--- src/rtl/apb4_slave_waitstate_if.sv ---
// APB4 completer front-end: latches each setup phase, decodes it against a block window,
// issues a one-cycle request to the register file and stretches PREADY until ack or timeout.
module apb4_slave_waitstate_if #(
  parameter int unsigned DATA_W              = 32,
  parameter int unsigned LOCAL_AW            = 12,
  parameter logic [31:0] BLOCK_START_ADDRESS = 32'h0000_0000,
  parameter int unsigned TIMEOUT             = 16
) (
  input  logic                  PCLK,
  input  logic                  PRESETn,
  input  logic                  PSELx,
  input  logic                  PENABLE,
  input  logic [31:0]           PADDR,
  input  logic                  PWRITE,
  input  logic [DATA_W-1:0]     PWDATA,
  input  logic [DATA_W/8-1:0]   PSTRB,
  output logic [DATA_W-1:0]     PRDATA,
  output logic                  PREADY,
  output logic                  PSLVERR,
  output logic                  wen,
  output logic                  ren,
  output logic [LOCAL_AW-1:0]   addr,
  output logic [DATA_W-1:0]     wdata,
  output logic [DATA_W/8-1:0]   wstrb,
  input  logic [DATA_W-1:0]     rdata,
  input  logic                  reg_ack,
  input  logic                  reg_err
);

  localparam int unsigned STRB_W   = DATA_W / 8;
  localparam int unsigned CNT_W    = (TIMEOUT > 0) ? $clog2(TIMEOUT + 1) : 1;
  localparam int unsigned TO_LAST  = (TIMEOUT > 0) ? TIMEOUT - 1 : 0;
  localparam logic [CNT_W-1:0] CNT_LAST = CNT_W'(TO_LAST);
  localparam logic [31:0] WIN_MASK = ~((32'd1 << LOCAL_AW) - 32'd1);

  typedef enum logic [1:0] {
    S_IDLE,
    S_BUSY,
    S_ERR,
    S_RESP
  } state_e;

  state_e              state_q, state_d;
  logic [CNT_W-1:0]    cnt_q, cnt_d;
  logic                write_q, write_d;
  logic [LOCAL_AW-1:0] addr_q, addr_d;
  logic [DATA_W-1:0]   wdata_q, wdata_d;
  logic [STRB_W-1:0]   wstrb_q, wstrb_d;
  logic                wen_q, wen_d;
  logic                ren_q, ren_d;
  logic                pready_q, pready_d;
  logic                pslverr_q, pslverr_d;
  logic [DATA_W-1:0]   prdata_q, prdata_d;

  logic setup;
  logic hit;
  logic timeout_hit;

  assign setup       = PSELx && !PENABLE;
  assign hit         = (PADDR & WIN_MASK) == BLOCK_START_ADDRESS;
  assign timeout_hit = (TIMEOUT != 0) && (cnt_q == CNT_LAST);

  always_comb begin
    // NOTE: every variable gets a default before the case so no path can leave one unassigned (no latches).
    state_d   = state_q;
    cnt_d     = cnt_q;
    write_d   = write_q;
    addr_d    = addr_q;
    wdata_d   = wdata_q;
    wstrb_d   = wstrb_q;
    wen_d     = 1'b0;
    ren_d     = 1'b0;
    pready_d  = 1'b0;
    pslverr_d = 1'b0;
    prdata_d  = '0;

    unique case (state_q)
      S_IDLE: begin
        if (setup) begin
          addr_d  = PADDR[LOCAL_AW-1:0];
          wdata_d = PWDATA;
          wstrb_d = PWRITE ? PSTRB : '0;
          write_d = PWRITE;
          if (hit) begin
            wen_d   = PWRITE;
            ren_d   = !PWRITE;
            cnt_d   = '0;
            state_d = S_BUSY;
          end else begin
            pready_d  = 1'b1;
            pslverr_d = 1'b1;
            state_d   = S_ERR;
          end
        end
      end

      S_BUSY: begin
        // Ack is checked before the timeout so a same-cycle ack still completes normally.
        if (!PSELx) begin
          state_d = S_IDLE;
          addr_d  = '0;
          wdata_d = '0;
          wstrb_d = '0;
          write_d = 1'b0;
        end else if (reg_ack) begin
          pready_d  = 1'b1;
          pslverr_d = reg_err;
          prdata_d  = write_q ? '0 : rdata;
          state_d   = S_RESP;
        end else if (timeout_hit) begin
          pready_d  = 1'b1;
          pslverr_d = 1'b1;
          state_d   = S_RESP;
        end else if (TIMEOUT != 0) begin
          cnt_d = cnt_q + CNT_W'(1);
        end
      end

      S_ERR, S_RESP: begin
        state_d = S_IDLE;
        if (!PSELx) begin
          addr_d  = '0;
          wdata_d = '0;
          wstrb_d = '0;
          write_d = 1'b0;
        end
      end

      default: state_d = S_IDLE;
    endcase
  end

  // NOTE: state registers use non-blocking assignments so every flop samples pre-edge values.
  always_ff @(posedge PCLK or negedge PRESETn) begin
    if (!PRESETn) begin
      state_q   <= S_IDLE;
      cnt_q     <= '0;
      write_q   <= 1'b0;
      addr_q    <= '0;
      wdata_q   <= '0;
      wstrb_q   <= '0;
      wen_q     <= 1'b0;
      ren_q     <= 1'b0;
      pready_q  <= 1'b0;
      pslverr_q <= 1'b0;
      prdata_q  <= '0;
    end else begin
      state_q   <= state_d;
      cnt_q     <= cnt_d;
      write_q   <= write_d;
      addr_q    <= addr_d;
      wdata_q   <= wdata_d;
      wstrb_q   <= wstrb_d;
      wen_q     <= wen_d;
      ren_q     <= ren_d;
      pready_q  <= pready_d;
      pslverr_q <= pslverr_d;
      prdata_q  <= prdata_d;
    end
  end

  assign PRDATA  = prdata_q;
  assign PREADY  = pready_q;
  assign PSLVERR = pslverr_q;
  assign wen     = wen_q;
  assign ren     = ren_q;
  assign addr    = addr_q;
  assign wdata   = wdata_q;
  assign wstrb   = wstrb_q;

endmodule

--- config.mk ---
export PLATFORM = sky130hd
export DESIGN_NAME = apb4_slave_waitstate_if
export DESIGN_NICKNAME = d
export VERILOG_FILES = /design/src/rtl/apb4_slave_waitstate_if.sv
export SDC_FILE = /design/constraint.sdc
export NUM_CORES = 1
export LEC_CHECK = 0
export ABC_AREA = 1
export CELL_PAD_IN_SITES_DETAIL_PLACEMENT = 0
export CELL_PAD_IN_SITES_GLOBAL_PLACEMENT = 2
export CORE_MARGIN = 2
export CORE_UTILIZATION = 23
export DETAILED_ROUTE_END_ITERATION = 12
export PLACE_DENSITY = 0.8
export SYNTH_ARGS = -nofsm -noshare
export SYNTH_HDL_FRONTEND = slang
export SYNTH_SLANG_ARGS = --single-unit
--- constraint.sdc ---
create_clock -name PCLK -period 5 [get_ports PCLK]
set_clock_uncertainty 0.2 [all_clocks]
set_input_delay 1.5 -clock PCLK [delete_from_list [all_inputs] [get_ports PCLK]]
set_output_delay 1.5 -clock PCLK [all_outputs]
set_load 0.02 [all_outputs]
==> impl_metrics.json <==
{
  "die_y_um": 130,
  "drv_cap": 0,
  "hold_start": "wdata[27]$_DFFE_PN0P_",
  "io_pins": 191,
  "cts_setup_buffers": 0,
  "slew_headroom_pct": 30.4,
  "cpPeakStageDelay_ns": 0.63,
  "ys_top_cells_by_count": "146 x nand2_1, 92 x dfrtp_1, 55 x nor2_1",
  "dp_hpwl_mm": 7.72,
  "whs_path_depth": 2,
  "die_w_um": 130,
  "post-place-cells": 784,
  "place.gp.congestion": 0.767,
  "core-area_um2": 15300,
  "crit_arrival_ns": 3.28,
  "layout.cells.non_filler": 800,
  "p_int_mw": 1.38,
  "slew_viol_final": 0,
  "drive_gt1_share_pct": 5.09,
  "firstDrtPassIters": 4,
  "ctsRootBufferMaster": "clkbuf_16",
  "setup_viol": 0,
  "synthXorXnorAreaFrac_pct": 0.241,
  "nets": 693,
  "grt-ovfl-total": 0,
  "worst-setup-path-type": "in -> reg",
  "yosys.area.top_type": "dfrtp_1",
  "r2r-end": "cnt_q[4]$_DFFE_PN0P_",
  "grt.total_usage_pct": 13.1,
  "area_growth_pct": 66.0,
  "ys_top_cells_by_area": "dfrtp_1 63%, nand2_1 15%, nand3_1 7.0%",
  "r2r-start": "state_q[1]$_DFFE_PN0P_",
  "hold_path_class": "reg -> reg",
  "critPathLaunchType": "input pin",
  "synth.area.mux_share_pct": 0,
  "clk_pin_slew_worst_paths_ns": 0.06,
  "seqPwrFrac_pct": 43.8,
  "yosys.area_share.simple_pct": 29.5,
  "grt_max_degree": 81,
  "syn_nets": 508,
  "cpMaxStageDelayCell": "nor2_4",
  "synth.ff_latch_count": 92,
  "rsz0062_at_grt": "false",
  "period_minus_slack_ns": 3.26,
  "status": "finished, final reports clean",
  "wl_per_cell_um": 13.6,
  "r2r_setup_slack_ns": 2.98,
  "syn_area_um2": 3630,
  "post_cts_resized": 0,
  "total_leakage_power_nw": 2.77,
  "htreeDepth": 3,
  "tightest_slew_ns": 1.04,
  "synthMostInstantiatedCell": "nand2_1",
  "clockBufferDepth": 2,
  "hold_slack_ns": 0.270,
  "synthArstFlopShare_pct": 100,
  "switching_power_mw": 0.486,
  "period_share_pct": 65.1,
  "via_count": 3255,
  "tns_ns": 0,
  "synth-compound-area-share_pct": 1.62,
  "grt_pass1_wl_mm": 17.1,
  "drc": 0,
  "synth_area_per_cell_um2": 9.11,
  "row_count": 45,
  "holdPathEnd": "wdata[27]$_DFFE_PN0P_",
  "r2r_cells": 8,
  "start_util_pct": 23.7,
  "swShare_pct": 26.0,
  "ctsHoldBuffers": 0,
  "synth_edf_count": 0,
  "synthAdderAreaFrac_pct": 0.688,
  "crit_fanout": 36,
  "syn_inst": 399,
  "grt_pass1_vias": 3353,
  "endpoint_kind": "flip-flop",
  "grt_antenna_before_repair": 0,
  "antenna_left": 0,
  "clock.fmax_mhz": 307,
  "path_cells": "clkdlybuf4s50_1 -> inv_2 -> nor2_4 -> nand2_2 -> o21ai_2 -> nand2_2 -> nand2_1 -> nand2_1",
  "synth_top_area_share_pct": 63.3,
  "clkPwrFrac_pct": 37.8,
  "synth_cell_types": 22,
  "powerDensity_nw_per_um2": 310,
  "clock-sinks": 92,
  "synth_warnings": 0,
  "drt_iter0_markers": 130,
  "ys_seq_area_share_pct": 63.3,
  "ir_drop_uv": 195,
  "viasPerCell": 4.07,
  "finalHoldViolCount": 0,
  "synth_top_family_by_area": "simple AND/OR/NAND/NOR gates",
  "cts_tree": "yes",
  "worstPathRequired_ns": 5.03,
  "combPwrFrac_pct": 18.4,
  "diodes": 0,
  "port_buffers": 190,
  "path_delay_family": "simple AND/OR/NAND/NOR gates",
  "routed_wl_mm": 10.9,
  "cts_buffers": 9,
  "synthFlopType": "dfrtp_1",
  "crit_buf_inv": 2,
  "clk_latency_ns": 0.34,
  "dieArea_um2": 16800
}
-- cell families (layout without fill, tap and decap cells) --
kind of cell | count (synthesis) | after routing
fa+ha+maj | 2 | 2
xor+xnor | 1 | 1
buf+inv | 34 | 224
compound gates | 10 | 10
simple gates | 260 | 260
flops | 92 | 92
-- per-layer routing --
metal | up-vias | track usage [%] | part of all wire (%) | wire [µm]
met2 | 144 | 19.1 | 42 | 4530
met4 | 0 | 4.55 | 0.86 | 94
met3 | 7 | 5.90 | 12 | 1300
li1 | 1610 | - | - | -
met5 | - | 0 | 0 | 0
met1 | 1494 | 17.2 | 46 | 4960
-- worst max path at each step --
stage,to,startpoint,depth (start not counted)
after detailed placement,cnt_q[4]$_DFFE_PN0P_,PSELx,8
after floorplan,cnt_q[2]$_DFFE_PN0P_,PADDR[27],8
after CTS,cnt_q[4]$_DFFE_PN0P_,PSELx,8
after global placement,cnt_q[4]$_DFFE_PN0P_,PSELx,8
final,cnt_q[4]$_DFFE_PN0P_,PSELx,8
after global routing,cnt_q[1]$_DFFE_PN0P_,PSELx,8
-- per-stage QoR --
| stage | setup slack (ns) | power (mW) | area [µm²] | utilization (%) |
|---|---|---|---|---|
| floorplan | 2.50 | 0.963 | 3630 | - |
| global placement | 1.44 | 1.18 | 5720 | 37.3 |
| detailed placement | 1.39 | 1.18 | 5720 | 37.3 |
| CTS | 1.75 | 1.90 | 6030 | 39.4 |
| global route | 1.55 | 1.97 | 6030 | 39.4 |
| finish | 1.74 | 1.87 | 6030 | 39.4 |
-- cell type report --
type                    count  area, µm²
inverters                  14       52.6
repair buffers            194       1930
multi-input cells         273       1170
clock buffers              11        253
flip-flops and latches     92       2300
well taps                 211        264
clock inverters             5       60.1
fillers                  1578       9280
-- power groups by stage --
stage               logic [mW]  clock network, mW  registers [mW]
floorplan               0.0760                  0           0.887
global route             0.373              0.768           0.824
detailed placement       0.349                  0           0.832
global placement         0.347                  0           0.831
CTS                      0.350              0.731           0.819
finish                   0.343              0.705           0.818
-- worst reg2reg max path: cells and delay by family, from the launching register on --
| kind | cells | cell delay, ns |
|---|---|---|
| buf+inv | 1 | 0.08 |
| flops | 1 | 0.41 |
| simple gates | 6 | 1.09 |
| compound gates | 1 | 0.14 |
-- state kept, by name, summed over array words and instances (netlist names) --
name	count
PRDATA	32
wdata	32
addr	12
cnt_q	5
wstrb	4
state_q	2
PREADY	1
PSLVERR	1
ren	1
wen	1
write_q	1
-- placed cells by master, fill, tap and decap left out --
cell / instances
clkdlybuf4s50_1: 189
nand2_1: 146
dfrtp_1: 92
nor2_1: 55
nand3_1: 51
inv_1: 12
clkbuf_16: 9
o21ai_0: 6
buf_4: 5
nand2_2: 3
inv_2: 2
nor2_4: 2
ha_1: 2
clkinv_4: 2
clkbuf_8: 2
o21ai_1: 1
and2_0: 1
o22ai_1: 1
o21ai_4: 1
o21ai_2: 1
xor2_1: 1
nor3b_1: 1
or2_0: 1
clkinvlp_4: 1
bufinv_16: 1
clkinv_2: 1
Note: power is estimated with default switching activity, not from simulation.
